`src/rtl/serial_add_ctrl.sv`:
```
// serial_add_ctrl: bit-serial adder sequencer around one shared full-adder
// cell; operands are consumed LSB first, one bit per clock.

module full_adder (
   input  logic a,
   input  logic b,
   input  logic ci,
   output logic s,
   output logic co
);

   assign s  = a ^ b ^ ci;
   assign co = (a & b) | (ci & (a ^ b));

endmodule

module serial_add_ctrl #(
   parameter int WIDTH = 8
) (
   input  logic             clk,
   input  logic             rst,
   input  logic             start,
   input  logic [WIDTH-1:0] a,
   input  logic [WIDTH-1:0] b,
   input  logic             cin,
   output logic             busy,
   output logic             done,
   output logic [WIDTH-1:0] sum,
   output logic             cout
);

   localparam int CW = $clog2(WIDTH + 1);
   localparam logic [CW-1:0] LAST = CW'(WIDTH - 1);
   localparam logic [CW-1:0] ONE  = CW'(1);

   typedef enum logic [1:0] {
      IDLE,
      RUN,
      DONE
   } state_t;

   state_t           state;
   state_t           state_nxt;

   logic [WIDTH-1:0] a_sh;
   logic [WIDTH-1:0] a_sh_nxt;
   logic [WIDTH-1:0] b_sh;
   logic [WIDTH-1:0] b_sh_nxt;
   logic [WIDTH-1:0] s_sh;
   logic [WIDTH-1:0] s_sh_nxt;
   logic [WIDTH-1:0] s_shift;
   logic [WIDTH-1:0] sum_nxt;
   logic             carry;
   logic             carry_nxt;
   logic             cout_nxt;
   logic [CW-1:0]    cnt;
   logic [CW-1:0]    cnt_nxt;

   logic             fa_s;
   logic             fa_co;

   full_adder u_fa (
      .a  (a_sh[0]),
      .b  (b_sh[0]),
      .ci (carry),
      .s  (fa_s),
      .co (fa_co)
   );

   // new sum bit enters at the MSB so the LSB lands in bit 0 after WIDTH shifts
   assign s_shift = (s_sh >> 1) | (WIDTH'(fa_s) << (WIDTH - 1));

   always_comb begin
      state_nxt = state;
      a_sh_nxt  = a_sh;
      b_sh_nxt  = b_sh;
      s_sh_nxt  = s_sh;
      carry_nxt = carry;
      cnt_nxt   = cnt;
      sum_nxt   = sum;
      cout_nxt  = cout;
      unique case (state)
         IDLE: begin
            if (start) begin
               a_sh_nxt  = a;
               b_sh_nxt  = b;
               s_sh_nxt  = '0;
               carry_nxt = cin;
               cnt_nxt   = '0;
               state_nxt = RUN;
            end
         end
         RUN: begin
            a_sh_nxt  = a_sh >> 1;
            b_sh_nxt  = b_sh >> 1;
            s_sh_nxt  = s_shift;
            carry_nxt = fa_co;
            cnt_nxt   = cnt + ONE;
            if (cnt == LAST) begin
               sum_nxt   = s_shift;
               cout_nxt  = fa_co;
               state_nxt = DONE;
            end
         end
         DONE: begin
            state_nxt = IDLE;
         end
         default: begin
            state_nxt = IDLE;
         end
      endcase
   end

   always_ff @(posedge clk) begin
      if (rst) begin
         state <= IDLE;
         a_sh  <= '0;
         b_sh  <= '0;
         s_sh  <= '0;
         carry <= 1'b0;
         cnt   <= '0;
         sum   <= '0;
         cout  <= 1'b0;
      end else begin
         state <= state_nxt;
         a_sh  <= a_sh_nxt;
         b_sh  <= b_sh_nxt;
         s_sh  <= s_sh_nxt;
         carry <= carry_nxt;
         cnt   <= cnt_nxt;
         sum   <= sum_nxt;
         cout  <= cout_nxt;
      end
   end

   assign busy = (state == RUN);
   assign done = (state == DONE);

endmodule

```
`config.mk`:
```
export PLATFORM = sky130hd
export DESIGN_NAME = serial_add_ctrl
export DESIGN_NICKNAME = d
export VERILOG_FILES = /design/src/rtl/serial_add_ctrl.sv
export SDC_FILE = /design/constraint.sdc
export NUM_CORES = 1
export LEC_CHECK = 0
export ABC_AREA = 1
export BUFFER_PORTS_ARGS = -buffer_cell sky130_fd_sc_hd__buf_2
export CAP_MARGIN = 30
export CORE_MARGIN = 2
export CORE_UTILIZATION = 46
export DETAILED_ROUTE_END_ITERATION = 6
export PLACE_DENSITY = 0.67
export SETUP_SLACK_MARGIN = 0.4
export SYNTH_ARGS = -nofsm -noshare
export SYNTH_HDL_FRONTEND = slang
export SYNTH_SLANG_ARGS = --single-unit
```
`constraint.sdc`:
```
create_clock -name clk -period 2 [get_ports clk]
set_input_delay 0.4 -clock clk [delete_from_list [all_inputs] [get_ports clk]]
set_output_delay 0.4 -clock clk [all_outputs]
set_load 0.005 [all_outputs]
```
* Word level (Yosys, flattened, before mapping) *
Index checks and enable logic that the tools add are counted.

storage, ports and cells
  register bits after elaboration = 40
  output and inout port bits = 11
  input port bits = 20

operators by class
  $add $sub $neg = 1
  eq/ne operators = 5
  reductions and logical operators = 5
  bitwise operators = 6
  muxes and demuxes = 13

operators by type and width
  operator                                                                  count
  8-bit one-hot mux with 2 select lines                                     3
  8-bit 2-to-1 mux                                                          3
  7-bit by 8-bit OR with 8-bit output                                       1
  4-bit one-hot mux with 2 select lines                                     1
  2-bit AND reduction                                                       3
  4-bit by 1-bit adder with 4-bit output (second input constant)            1
  4-bit by 3-bit equality test with 1-bit output (second input constant)    1
  2-bit 2-to-1 mux                                                          2
  4-bit 2-to-1 mux                                                          1
  2-bit one-hot mux with 2 select lines                                     1
  1-bit AND                                                                 2
  2-bit by 1-bit equality test with 1-bit output (second input constant)    1
  2-bit equality test (second input constant)                               1
  2-bit zero test                                                           1
  2-bit by 1-bit inequality test with 1-bit output (second input constant)  1
  2-bit inequality test (second input constant)                             1
  1-bit one-hot mux with 2 select lines                                     1
  2-bit nonzero test                                                        1
  1-bit XOR                                                                 2
  1-bit 2-to-1 mux                                                          1
  1-bit OR                                                                  1

* Depth between registers and ports, before layout *
  depth after elaboration = 4
  depth in mapped cells = 8

* Hierarchy *
From an unflattened synthesis, not the netlist that was laid out.

unflattened totals
  cell total of the unflattened synthesis = 244
  area total of the unflattened synthesis = 1686.6 µm²

modules (own cells, without submodules)
  module           cells each  area an instance (µm²)  instances
  serial_add_ctrl  243         1666.6                  1
  full_adder       1           20.0                    1

* Worst setup path after synthesis *
No wires, ideal clock.

  kind = reg-to-reg
  start = register cnt[0]
  end = register sum[1]
  library setup time = 113 ps
  buffers on the path = 1
  stages on the path, launching flop included = 8
  required time = 1887 ps
  path slack = 797 ps
  arrival time = 1090 ps
  cells stage by stage = dfxtp_1 ha_1 nand2_1 nor2_2 nand2_2 buf_6 nor2_1 nor2_1

on the way
  cells in the longest elaborated chain, start to end = 2

RTL lines
  item                                            RTL line  source
  from (decl)                                     56        logic [CW-1:0] cnt;
  from (signal assigned)                          130       cnt <= cnt_nxt;
  4-bit by 3-bit equality test with 1-bit output  99        if (cnt == LAST) begin
  2-bit AND reduction (no source line)            n/a
  to (signal assigned)                            131       sum <= sum_nxt;
  to (decl)                                       28        output logic [WIDTH-1:0] sum,

No other way between the ends.
A chain may end at the register's enable or synchronous reset.

* Worst setup path in the final report *
  start = register state[0]
  end = output busy

on the way
  cells in the longest elaborated chain, start to end = 1

RTL lines
  item                                            RTL line  source
  from (decl)                                     42        state_t state;
  from (signal assigned)                          125       state <= state_nxt;
  2-bit by 1-bit equality test with 1-bit output  136       assign busy = (state == RUN);
  to (decl)                                       26        output logic busy,

No other way between the ends.

==> summary.txt <==
core footprint -> 3630 um2
Synth Instances -> 248
worst-margin pin slew -> 0.509 ns
Tmin final -> 1.54 ns
RSZ-0062 raised after global routing -> no
Worst Setup Start Kind -> register
Initial Utilization -> 47.3%
Synth Cell Area -> 1720 um2
via count -> 1,573
Worst EP required -> 1.60 ns
Root Buffer -> clkbuf_8
sequential share of the synthesized area -> 45.4%
Placed Area -> 1900 um2
switching power -> 0.405 mW
routed wire length -> 3500 um
Yosys reg bits -> 39
Final Instance Area -> 2020 um2
Rel. slew slack -> 66.0%
CP Buf/Inv Count -> 3
htree depth -> 2
Synth area leader -> dfxtp_1
worst slack at placement -> 0.557 ns
min-delay worst type -> primary input to register
final worst slack -> 0.457 ns
TritonCTS sink count -> 39
Die X -> 65.2 um
DRT antenna net count -> 0
pin count of the biggest net entering global routing -> 20
Leak -> 1.01 nW
kind of cell adding the most delay to the critical path -> flip-flops
full die area -> 4250 um2
number of global-route vias before repair -> 1,441
worst-path fanout max -> 9
global route overflow -> 0
final cycle utilization of the critical path -> 77.2%
TNS Setup -> 0 ns
Post-layout nets -> 303
initial DRC count -> 76
Yosys Warn Count -> 0
final non-filler cell total -> 330
Post-Place Cells -> 322
crit path kind -> register to primary output
clock skew -> 0.00303 ns
cell at the slowest stage of the critical path -> dfxtp_2
Clock power frac -> 36.0%
Hold Fails Final Rpt -> 0
Max-Cap Viols -> 0
Critical Path Max Stage Delay -> 0.36 ns
Final setup viols -> 0
sw frac -> 25.3%
Flop pwr share -> 51.8%
CTS Buf Count -> 5
clk_lat worst skew -> 0.29 ns
Comb power frac -> 12.3%
Int Power -> 1.20 mW
I/O pin cnt -> 31
# port buffers -> 30
wire length per cell -> 10.6 um
crit path cell chain -> inv_1, nor2_4, buf_6, buf_2
Clock Path Buffers -> 2
layout overhead on the synthesized area -> 17.5%
GRT Total Usage -> 18.9%
Worst setup EP type -> primary output
clock-pin transition on the worst setup and hold timing paths -> 0.07 ns
FP Rows -> 22
Vias/cell -> 4.77
Commonest cells post-synth -> nand2_1, nor2_1, dfxtp_1
Worst Path Arrival -> 1.14 ns
Post-synth EDFFs -> 0
TritonCTS clock tree -> done
n_diodes -> 0
count leader, synth -> nand2_1
post-synth top area share -> 45.4%
hpwl dp -> 2440 um
DR pass1 iterations -> 4
Die H -> 65.2 um
Top FF cell, synth -> dfxtp_1
Pwr Density -> 791 nW/um2
status -> finished clean
ranking of synthesized cells by area -> dfxtp_1, nand2_1, nor2_1
initial antenna violation count -> 0
Max Slew Vio Count -> 0
Placer Congestion -> 0.783
post-route DRC violation count -> 0
Yosys cell types -> 21
Post-Syn Nets -> 270
syn avg cell area -> 6.94 um2
share of cells above drive strength 1 -> 18.8%
first-pass GRT wire length -> 6130 um
cts hold-fix bufs -> 0
maximum VDD drop -> 0.000493 V
Fmax achieved -> 648 MHz
FFs w/ async S/R, synth -> 0%
-- layout by cell type, fill, tap and decap left out, types with 2 or more instances in the layout --
| cell | count |
|---|---|
| a21oi_1 | 2 |
| buf_2 | 30 |
| buf_4 | 6 |
| clkbuf_8 | 7 |
| dfxtp_1 | 38 |
| inv_1 | 22 |
| nand2_1 | 76 |
| nand2_2 | 3 |
| nand3_1 | 25 |
| nand3b_1 | 3 |
| nor2_1 | 46 |
| nor2_4 | 2 |
| o21ai_0 | 3 |
| o21ai_1 | 3 |
| o22ai_1 | 7 |
-- stage by stage --
step / utilization [%] / hold slack, ns / power (mW)
5_1_grt: 55.6 / 0.309 / 1.68
4_1_cts: 55.1 / 0.297 / 1.62
3_5_place_dp: 52.3 / 0.448 / 1.04
6_report: 55.6 / 0.304 / 1.60
2_1_floorplan: - / 0.426 / 0.977
3_3_place_gp: 52.3 / 0.448 / 1.04
-- per-layer routing --
metal  up-vias  global-route usage (%)  share of wire (%)
li1        834                       -                  -
met1       705                    23.7                 50
met2        29                    31.2                 46
met3         5                    5.14                3.6
met4         0                    7.29                1.0
met5         -                       0                  0
-- cell families (layout without fill, tap and decap cells) --
group / after synthesis / count (layout) / share of synthesized area (%)
fa+ha+maj: 2 / 2 / 1.89
buf+inv: 34 / 68 / 9.74
simple gates: 158 / 158 / 38.1
compound gates: 15 / 15 / 4.87
flops: 39 / 39 / 45.4
-- power by group through the flow --
| stage | registers (mW) | clock network [mW] | logic (mW) |
|---|---|---|---|
| after floorplan | 0.841 | 0 | 0.136 |
| after global placement | 0.845 | 0 | 0.190 |
| after detailed placement | 0.846 | 0 | 0.191 |
| after CTS | 0.829 | 0.595 | 0.193 |
| after global routing | 0.833 | 0.626 | 0.225 |
| final | 0.829 | 0.576 | 0.196 |
-- final timing paths --
kind	start	slack (ns)	endpoint	cells after the start
setup / recovery	state[0]$_SDFFE_PP0P_	0.46	busy	4
hold / removal	a[6]	0.30	a_sh[6]$_SDFFE_PP0P_	3
setup reg to reg	state[1]$_SDFFE_PP0P_	0.55	b_sh[6]$_SDFFE_PP0P_	6
hold reg to reg	b_sh[7]$_SDFFE_PP0P_	0.46	b_sh[7]$_SDFFE_PP0P_	2
-- state kept, by name, indices dropped and copies added, names as in the netlist --
signal  cells
s_sh        7
b_sh        8
sum         8
state       2
a_sh        8
cnt         4
carry       1
cout        1
-- worst reg2reg max path, stage by stage, from the launching register on --
cell	delay [ns]
dfxtp_1	0.40
inv_2	0.08
nand2_2	0.27
nand2_2	0.31
nor2_1	0.18
nor2_1	0.06
nor2_1	0.08
-- final cells by class --
| type | count | area [um2] |
|---|---|---|
| tap | 48 | 60.1 |
| inverter | 23 | 86.3 |
| clock buffer | 8 | 100 |
| timing repair buffer | 37 | 206 |
| multi-input combinational | 175 | 787 |
| sequential | 39 | 782 |
| fill | 388 | 1610 |
-- repair_timing --
action / in CTS / in global routing
buffers inserted: 0 / 0
setup endpoints to repair: 1 / 5
resized for setup: 1 / 4
(Power assumes the default switching activity.)
